File: config.mk
export PLATFORM = sky130hd
export DESIGN_NAME = conv_weight_loader_flat
export DESIGN_NICKNAME = d
export VERILOG_FILES = /design/src/rtl/conv_weight_loader_if.sv /design/src/rtl/conv_weight_loader.sv /design/src/flat_wrapper.sv
export SDC_FILE = /design/constraint.sdc
export NUM_CORES = 1
export LEC_CHECK = 0
export ABC_AREA = 1
export BUFFER_PORTS_ARGS = -buffer_cell sky130_fd_sc_hd__buf_2
export CORE_UTILIZATION = 35
export CTS_CLUSTER_DIAMETER = 100
export DETAILED_ROUTE_END_ITERATION = 12
export PLACE_DENSITY = 0.66
export SLEW_MARGIN = 30
export SYNTH_ARGS = -nofsm -noshare
export SYNTH_HDL_FRONTEND = slang
export SYNTH_SLANG_ARGS = --single-unit
File: constraint.sdc
create_clock -name clk -period 2.4 [get_ports clk]
set_input_delay 0.48 -clock clk [delete_from_list [all_inputs] [get_ports clk]]
set_output_delay 0.48 -clock clk [all_outputs]
set_load 0.03 [all_outputs]
File: src/rtl/conv_weight_loader_if.sv
// Weight stream handshake between the host/DMA source and conv_weight_loader.
// The master drives s_data/s_valid; the loader (slave) answers with s_ready.
interface conv_weight_loader_if;
    logic [31:0] s_data;
    logic        s_valid;
    logic        s_ready;

    modport master (
        output s_data,
        output s_valid,
        input  s_ready
    );

    modport slave (
        input  s_data,
        input  s_valid,
        output s_ready
    );
endinterface

File: src/rtl/conv_weight_loader.sv
// conv_weight_loader: writer side of the conv weight-write port.
// Takes a packed 32-bit word stream and sequences it into the conv address map:
// kernel words, bias words, one MACC coefficient, one layer scale. Each accepted
// word becomes one weight write on the following cycle. done pulses once all
// words are written, one cycle after the final write.
//
// Optional feature macro: WEIGHT_LOADER_CHECKSUM_EN
//   When defined, a trailer word follows the payload. It is compared with the
//   mod-2^32 sum of all payload words and is never written; a mismatch sets the
//   sticky err flag when done pulses. When undefined, there is no trailer and
//   err is tied low.
//
// State  | meaning
// IDLE   | waiting for start; also the cycle that carries the done pulse
// KERN   | accepting kernel words
// BIAS   | accepting bias words
// MACC   | accepting the MACC coefficient word
// SCALE  | accepting the layer-scale word
// CKSUM  | accepting the checksum trailer (checksum build only)
// DONE   | all words accepted; raises done for the following cycle
module conv_weight_loader #(
    parameter int KERNEL_0              = 3,
    parameter int KERNEL_1              = 3,
    parameter int IN_CHANNEL            = 2,
    parameter int OUT_CHANNEL           = 2,
    parameter int KERNEL_BASE_ADDR      = 0,
    parameter int BIAS_BASE_ADDR        = KERNEL_0 * KERNEL_1 * IN_CHANNEL * OUT_CHANNEL,
    parameter int MACC_COEFF_BASE_ADDR  = BIAS_BASE_ADDR + OUT_CHANNEL,
    parameter int LAYER_SCALE_BASE_ADDR = MACC_COEFF_BASE_ADDR + 1
) (
    input  logic                       clk,
    input  logic                       rst_n,
    input  logic                       start,
    conv_weight_loader_if.slave        s,
    output logic [31:0]                weight_wr_data,
    output logic [31:0]                weight_wr_addr,
    output logic                       weight_wr_en,
    output logic                       busy,
    output logic                       done,
    output logic                       err
);

    localparam int NK = KERNEL_0 * KERNEL_1 * IN_CHANNEL * OUT_CHANNEL;

    typedef enum logic [2:0] {
        ST_IDLE  = 3'd0,
        ST_KERN  = 3'd1,
        ST_BIAS  = 3'd2,
        ST_MACC  = 3'd3,
        ST_SCALE = 3'd4,
        ST_CKSUM = 3'd5,
        ST_DONE  = 3'd6
    } state_t;

    state_t      state;
    logic [31:0] idx;

    logic        xfer;
    logic        last_word;
    logic [31:0] sec_base;
    logic [31:0] sec_last;
    state_t      sec_next;

`ifdef WEIGHT_LOADER_CHECKSUM_EN
    logic [31:0] sum;
    logic        cksum_bad;
    logic        err_q;
`endif

    // s_ready is a pure decode of the state register, so it is glitch-free
    // and already valid for the whole cycle in which the source samples it.
    assign s.s_ready = (state == ST_KERN)  || (state == ST_BIAS) ||
                       (state == ST_MACC)  || (state == ST_SCALE) ||
                       (state == ST_CKSUM);

    assign xfer = s.s_valid & s.s_ready;

    // Section geometry for the current payload state: base address, index of
    // the last word, and the state that follows the section's last word.
    always_comb begin
        sec_base = 32'd0;
        sec_last = 32'd0;
        sec_next = ST_IDLE;
        case (state)
            ST_KERN: begin
                sec_base = 32'(KERNEL_BASE_ADDR);
                sec_last = 32'(NK - 1);
                sec_next = ST_BIAS;
            end
            ST_BIAS: begin
                sec_base = 32'(BIAS_BASE_ADDR);
                sec_last = 32'(OUT_CHANNEL - 1);
                sec_next = ST_MACC;
            end
            ST_MACC: begin
                sec_base = 32'(MACC_COEFF_BASE_ADDR);
                sec_last = 32'd0;
                sec_next = ST_SCALE;
            end
            ST_SCALE: begin
                sec_base = 32'(LAYER_SCALE_BASE_ADDR);
                sec_last = 32'd0;
`ifdef WEIGHT_LOADER_CHECKSUM_EN
                sec_next = ST_CKSUM;
`else
                sec_next = ST_DONE;
`endif
            end
            default: begin
                sec_base = 32'd0;
                sec_last = 32'd0;
                sec_next = ST_IDLE;
            end
        endcase
    end

    // Last-word detection uses the index of the word being transferred now,
    // so the next section starts on the very next transfer without a bubble.
    assign last_word = (idx == sec_last);

`ifdef WEIGHT_LOADER_CHECKSUM_EN
    assign err = err_q;
`else
    assign err = 1'b0;
`endif

    // Main sequencer: state, section index, registered write port, busy/done.
    always_ff @(posedge clk or negedge rst_n) begin
        if (!rst_n) begin
            state          <= ST_IDLE;
            idx            <= 32'd0;
            weight_wr_data <= 32'd0;
            weight_wr_addr <= 32'd0;
            weight_wr_en   <= 1'b0;
            busy           <= 1'b0;
            done           <= 1'b0;
`ifdef WEIGHT_LOADER_CHECKSUM_EN
            sum            <= 32'd0;
            cksum_bad      <= 1'b0;
            err_q          <= 1'b0;
`endif
        end else begin
            weight_wr_en <= 1'b0;
            done         <= 1'b0;
            case (state)
                ST_IDLE: begin
                    // busy is still high here only during the done cycle; a
                    // start seen then belongs to the finishing load and is dropped.
                    busy <= 1'b0;
                    idx  <= 32'd0;
                    if (start && !busy) begin
                        state <= ST_KERN;
                        busy  <= 1'b1;
`ifdef WEIGHT_LOADER_CHECKSUM_EN
                        sum       <= 32'd0;
                        cksum_bad <= 1'b0;
                        err_q     <= 1'b0;
`endif
                    end
                end
                ST_KERN, ST_BIAS, ST_MACC, ST_SCALE: begin
                    if (xfer) begin
                        weight_wr_en   <= 1'b1;
                        weight_wr_data <= s.s_data;
                        weight_wr_addr <= sec_base + idx;
`ifdef WEIGHT_LOADER_CHECKSUM_EN
                        sum            <= sum + s.s_data;
`endif
                        if (last_word) begin
                            idx   <= 32'd0;
                            state <= sec_next;
                        end else begin
                            idx   <= idx + 32'd1;
                        end
                    end
                end
`ifdef WEIGHT_LOADER_CHECKSUM_EN
                ST_CKSUM: begin
                    // The trailer is only compared, never written to the conv.
                    if (xfer) begin
                        cksum_bad <= (s.s_data != sum);
                        state     <= ST_DONE;
                    end
                end
`endif
                ST_DONE: begin
                    done  <= 1'b1;
                    state <= ST_IDLE;
`ifdef WEIGHT_LOADER_CHECKSUM_EN
                    err_q <= cksum_bad;
`endif
                end
                default: begin
                    state <= ST_IDLE;
                end
            endcase
        end
    end

endmodule
File: src/flat_wrapper.sv
// flat-port wrapper written by rule: the top's interface ports become plain ports
module conv_weight_loader_flat 
#(
    parameter int KERNEL_0              = 3,
    parameter int KERNEL_1              = 3,
    parameter int IN_CHANNEL            = 2,
    parameter int OUT_CHANNEL           = 2,
    parameter int KERNEL_BASE_ADDR      = 0,
    parameter int BIAS_BASE_ADDR        = KERNEL_0 * KERNEL_1 * IN_CHANNEL * OUT_CHANNEL,
    parameter int MACC_COEFF_BASE_ADDR  = BIAS_BASE_ADDR + OUT_CHANNEL,
    parameter int LAYER_SCALE_BASE_ADDR = MACC_COEFF_BASE_ADDR + 1
)
  (clk, rst_n, start, weight_wr_data, weight_wr_addr, weight_wr_en, busy, done, err, s_s_data, s_s_valid, s_s_ready);
  conv_weight_loader_if s_i ();
  input  logic clk;
  input  logic rst_n;
  input  logic start;
  output logic [31:0] weight_wr_data;
  output logic [31:0] weight_wr_addr;
  output logic weight_wr_en;
  output logic busy;
  output logic done;
  output logic err;
  input wire logic [$bits(s_i.s_data)-1:0] s_s_data;
  input wire logic [$bits(s_i.s_valid)-1:0] s_s_valid;
  output wire logic [$bits(s_i.s_ready)-1:0] s_s_ready;
  assign s_i.s_data = s_s_data;
  assign s_i.s_valid = s_s_valid;
  assign s_s_ready = s_i.s_ready;
  conv_weight_loader #(.KERNEL_0(KERNEL_0), .KERNEL_1(KERNEL_1), .IN_CHANNEL(IN_CHANNEL), .OUT_CHANNEL(OUT_CHANNEL), .KERNEL_BASE_ADDR(KERNEL_BASE_ADDR), .BIAS_BASE_ADDR(BIAS_BASE_ADDR), .MACC_COEFF_BASE_ADDR(MACC_COEFF_BASE_ADDR), .LAYER_SCALE_BASE_ADDR(LAYER_SCALE_BASE_ADDR)) u_core (.clk(clk), .rst_n(rst_n), .start(start), .s(s_i), .weight_wr_data(weight_wr_data), .weight_wr_addr(weight_wr_addr), .weight_wr_en(weight_wr_en), .busy(busy), .done(done), .err(err));
endmodule
==> flow_summary.yaml <==
clocking:
  sinks_on_the_clock_net: 102
  cts_inserted_buffers: 9
  cts.path.max_buffers: 2
  cts_max_level: 3
  cts_root_buffer: "sky130_fd_sc_hd__clkbuf_16"
  tritoncts_clock_tree: "yes"
  postCtsHoldBufs: 0
  clkSlewWorstSetupHoldPaths_ns: 0.07
  insertion_delay_ns: 0.35
floorplan:
  floorplan.initialDensity_pct: 36.0
  die_y_um: 130
  die-width_um: 130
  io-pin-count: 105
  core-area_um2: 15900
  row_count: 46
  die-area_um2: 16900
drt:
  wl_per_cell_um: 14.4
  drtPass1Iterations: 5
  route.detailed.vias_per_inst: 4.88
  detail_route.drc_violations: 0
  drt_first_iter_violations: 536
  drt-total-wl_um: 16100
  final_antenna_violating_net_count: 0
  routed-via-count: 5467
logic_synthesis:
  ys_warn_count: 0
  yosysUniqueCellTypes: 34
  synth_area_per_cell_um2: 7.24
  netlist_area_um2: 5750
  ys_seq_area_share_pct: 44.4
  synth_fp_nets: 836
  yosys_register_bits: 102
  synthCells: 794
cells_and_area:
  fin_nets: 941
  post_route_cells_drive_above_1_share_pct: 20.0
  antennaDiodeCount: 0
  layout.core_utilization_pct: 43.1
  layout-area-overhead-vs-synth_pct: 19.7
  final_common_cell: "sky130_fd_sc_hd__nand2_1"
  layout.cells.most_common_list: "312 x sky130_fd_sc_hd__nand2_1, 102 x sky130_fd_sc_hd__buf_2, 101 x sky130_fd_sc_hd__dfrtp_1, 70 x sky130_fd_sc_hd__nor2_1, 70 x sky130_fd_sc_hd__nand3_1"
  final_cell_count_without_fillers: 1120
global_route:
  grt_most_used_layer: "met2"
  grt_util_met1_pct: 25.5
  met2_track_demand_over_resource_pct: 32.1
  grt_use_total_pct: 19.4
  wire_length_of_the_first_global_routing_pass_um: 25300
  antenna_violations_before_repair: 0
  globalRouteOverflowTotal: 0
  grt_max_degree: 64
  gr-usage-met3_pct: 2.38
  number_of_global_route_vias_before_repair: 4992
power_and_ir_drop:
  power_leakage_nw: 3.59
  max-vdd-ir-drop_mv: 0.616
  power.density_cell_area_nw_per_um2: 979
  total_power_mw: 6.73
critical_path:
  worstPathMaxFanout: 8
  worstPathCellList: "buf_4 -> nor2_1 -> nand2_2 -> nand2_1 -> ha_1 -> inv_1 -> nand2_1 -> nand3_1 -> nand2_2 -> nand2_1 -> inv_1 -> nand2_1 -> nand2_1 -> nand3_1 -> nand2_1"
  regToRegSetupSlack_ns: 0.16
  r2r_cells: 15
  reg2reg_start: "u_core.state[0]$_DFFE_PN0P_"
  slowest_delay_ns: 0.39
  crit_path_start_kind: "flip-flop"
  crit_slowest_cell: "sky130_fd_sc_hd__dfrtp_1"
  critical_path_required_ns: 2.64
  timing.critical_path.mode_cell: "sky130_fd_sc_hd__nand2_1"
  cp-end-kind: "flip-flop"
  criticalPathCategory: "reg -> reg"
  regToRegEndpoint: "u_core.weight_wr_addr[27]$_DFFE_PN0P_"
  critical_path_arrival_ns: 2.49
placed_design:
  port_buffers: 103
  placed_cells_incl_taps: 1103
  routabilityCongestion: 0.935
  dpl_hpwl_um: 11800
timing:
  max_freq_mhz: 446
  final.setup_skew_ns: 0.00765
  grt_setup_unrepaired: "true"
  finalHoldWorstSlack_ns: 0.0981
  worst-slew-pin-transition_ns: 0.671
  max-slew-margin-rel_pct: 55.3
  final.min_clock_period_ns: 2.24
  hold_viol: 0
  timing.final.max_slew_violations: 0
  setup-violations-final: 0
  period_share_pct: 93.4
  tns_ns: 0
status:
  outcome: "finished clean"
hold_path:
  type_of_the_tightest_min_delay_check: "in -> async"
run:
  max_cap_viol_count: 0
cell type report:
cell class | count | area (um^2)
Multi-Input combinational cell | 591 | 2800
Timing Repair Buffer | 124 | 704
Clock inverter | 7 | 56.3
Fill cell | 1617 | 9060
Sequential cell | 102 | 2550
Clock buffer | 9 | 225
Inverter | 71 | 272
Tap cell | 216 | 270
synthesized netlist by cell type, drive strengths merged:
| cell | instances | share of area, % |
|---|---|---|
| nand2 | 320 | 21 |
| dfrtp | 102 | 44 |
| nor2 | 81 | 6.0 |
| nand3 | 74 | 6.7 |
| inv | 71 | 4.7 |
| o21ai | 37 | 3.5 |
| nand4 | 32 | 3.5 |
| buf | 27 | 2.7 |
| xor2 | 15 | 2.3 |
| nor3 | 10 | 1.3 |
| a31oi | 6 | 0.65 |
| ha | 5 | 1.1 |
| a21oi | 3 | 0.46 |
| clkbuf | 3 | 0.20 |
| nand3b | 2 | 0.26 |
| or2 | 2 | 0.22 |
| conb | 1 | 0.065 |
| fa | 1 | 0.35 |
| o2111ai | 1 | 0.15 |
| xnor2 | 1 | 0.15 |
cell families after synthesis:
| kind of cell | count (synthesis) | synth area share (%) |
|---|---|---|
| buffers and inverters | 101 | 7.58 |
| adder cells (fa/ha/maj) | 6 | 1.44 |
| AND/OR/NAND/NOR | 521 | 39.3 |
| other | 1 | 0.0653 |
| AO/OA/AOI/OAI | 47 | 4.75 |
| XOR/XNOR | 16 | 2.44 |
| flip-flops | 102 | 44.4 |
per-stage QoR:
step	instance area, um^2	setup slack, ns
after global routing	6880	-0.0578
after global placement	6540	0.118
after floorplan	5750	0.181
after CTS	6830	0.0123
final	6880	0.159
after detailed placement	6550	0.0273
report_power, final:
part	switching [mW]	internal [mW]
registers	0.198	2.10
clock network	0.697	0.719
logic	2.23	0.782
total	3.13	3.61
per-layer routing:
| layer | wire length [um] | share of wire [%] |
|---|---|---|
| met1 | 7350 | 46 |
| met2 | 7400 | 46 |
| met3 | 980 | 6.1 |
| met4 | 416 | 2.6 |
| met5 | 0 | 0 |
what timing repair did:
action	4_1_cts	5_1_grt
gates resized for setup	0	15
setup endpoints to repair	0	26
buffers inserted	0	1
endpoints found under the hold margin	0	0
worst max-delay path by stage:
stage                                start  cells after the start                               endpoint  slack, ns
4_1_cts        u_core.state[2]$_DFFE_PN0P_                     14  u_core.weight_wr_addr[24]$_DFFE_PN0P_       0.01
5_1_grt        u_core.state[0]$_DFFE_PN0P_                     15  u_core.weight_wr_addr[27]$_DFFE_PN0P_      -0.06
3_3_place_gp   u_core.state[2]$_DFFE_PN0P_                     13  u_core.weight_wr_addr[16]$_DFFE_PN0P_       0.12
2_1_floorplan  u_core.state[1]$_DFFE_PN0P_                     14  u_core.weight_wr_addr[24]$_DFFE_PN0P_       0.18
6_report       u_core.state[0]$_DFFE_PN0P_                     15  u_core.weight_wr_addr[27]$_DFFE_PN0P_       0.16
3_5_place_dp   u_core.state[2]$_DFFE_PN0P_                     14  u_core.weight_wr_addr[24]$_DFFE_PN0P_       0.03
worst max-delay path: cells and delay by family (launching register included):
family | cells | cell delay [ns]
AND/OR/NAND/NOR | 11 | 1.14
adder cells (fa/ha/maj) | 1 | 0.26
flip-flops | 1 | 0.39
buffers and inverters | 3 | 0.34
sequential cells by signal (all words and copies together) (netlist names):
signal and cells:
u_core.idx 32, u_core.done 1, u_core.weight_wr_addr 32, u_core.weight_wr_en 1
u_core.weight_wr_data 32, u_core.state 3, u_core.busy 1
No activity file was read; power rests on OpenSTA's default activity.
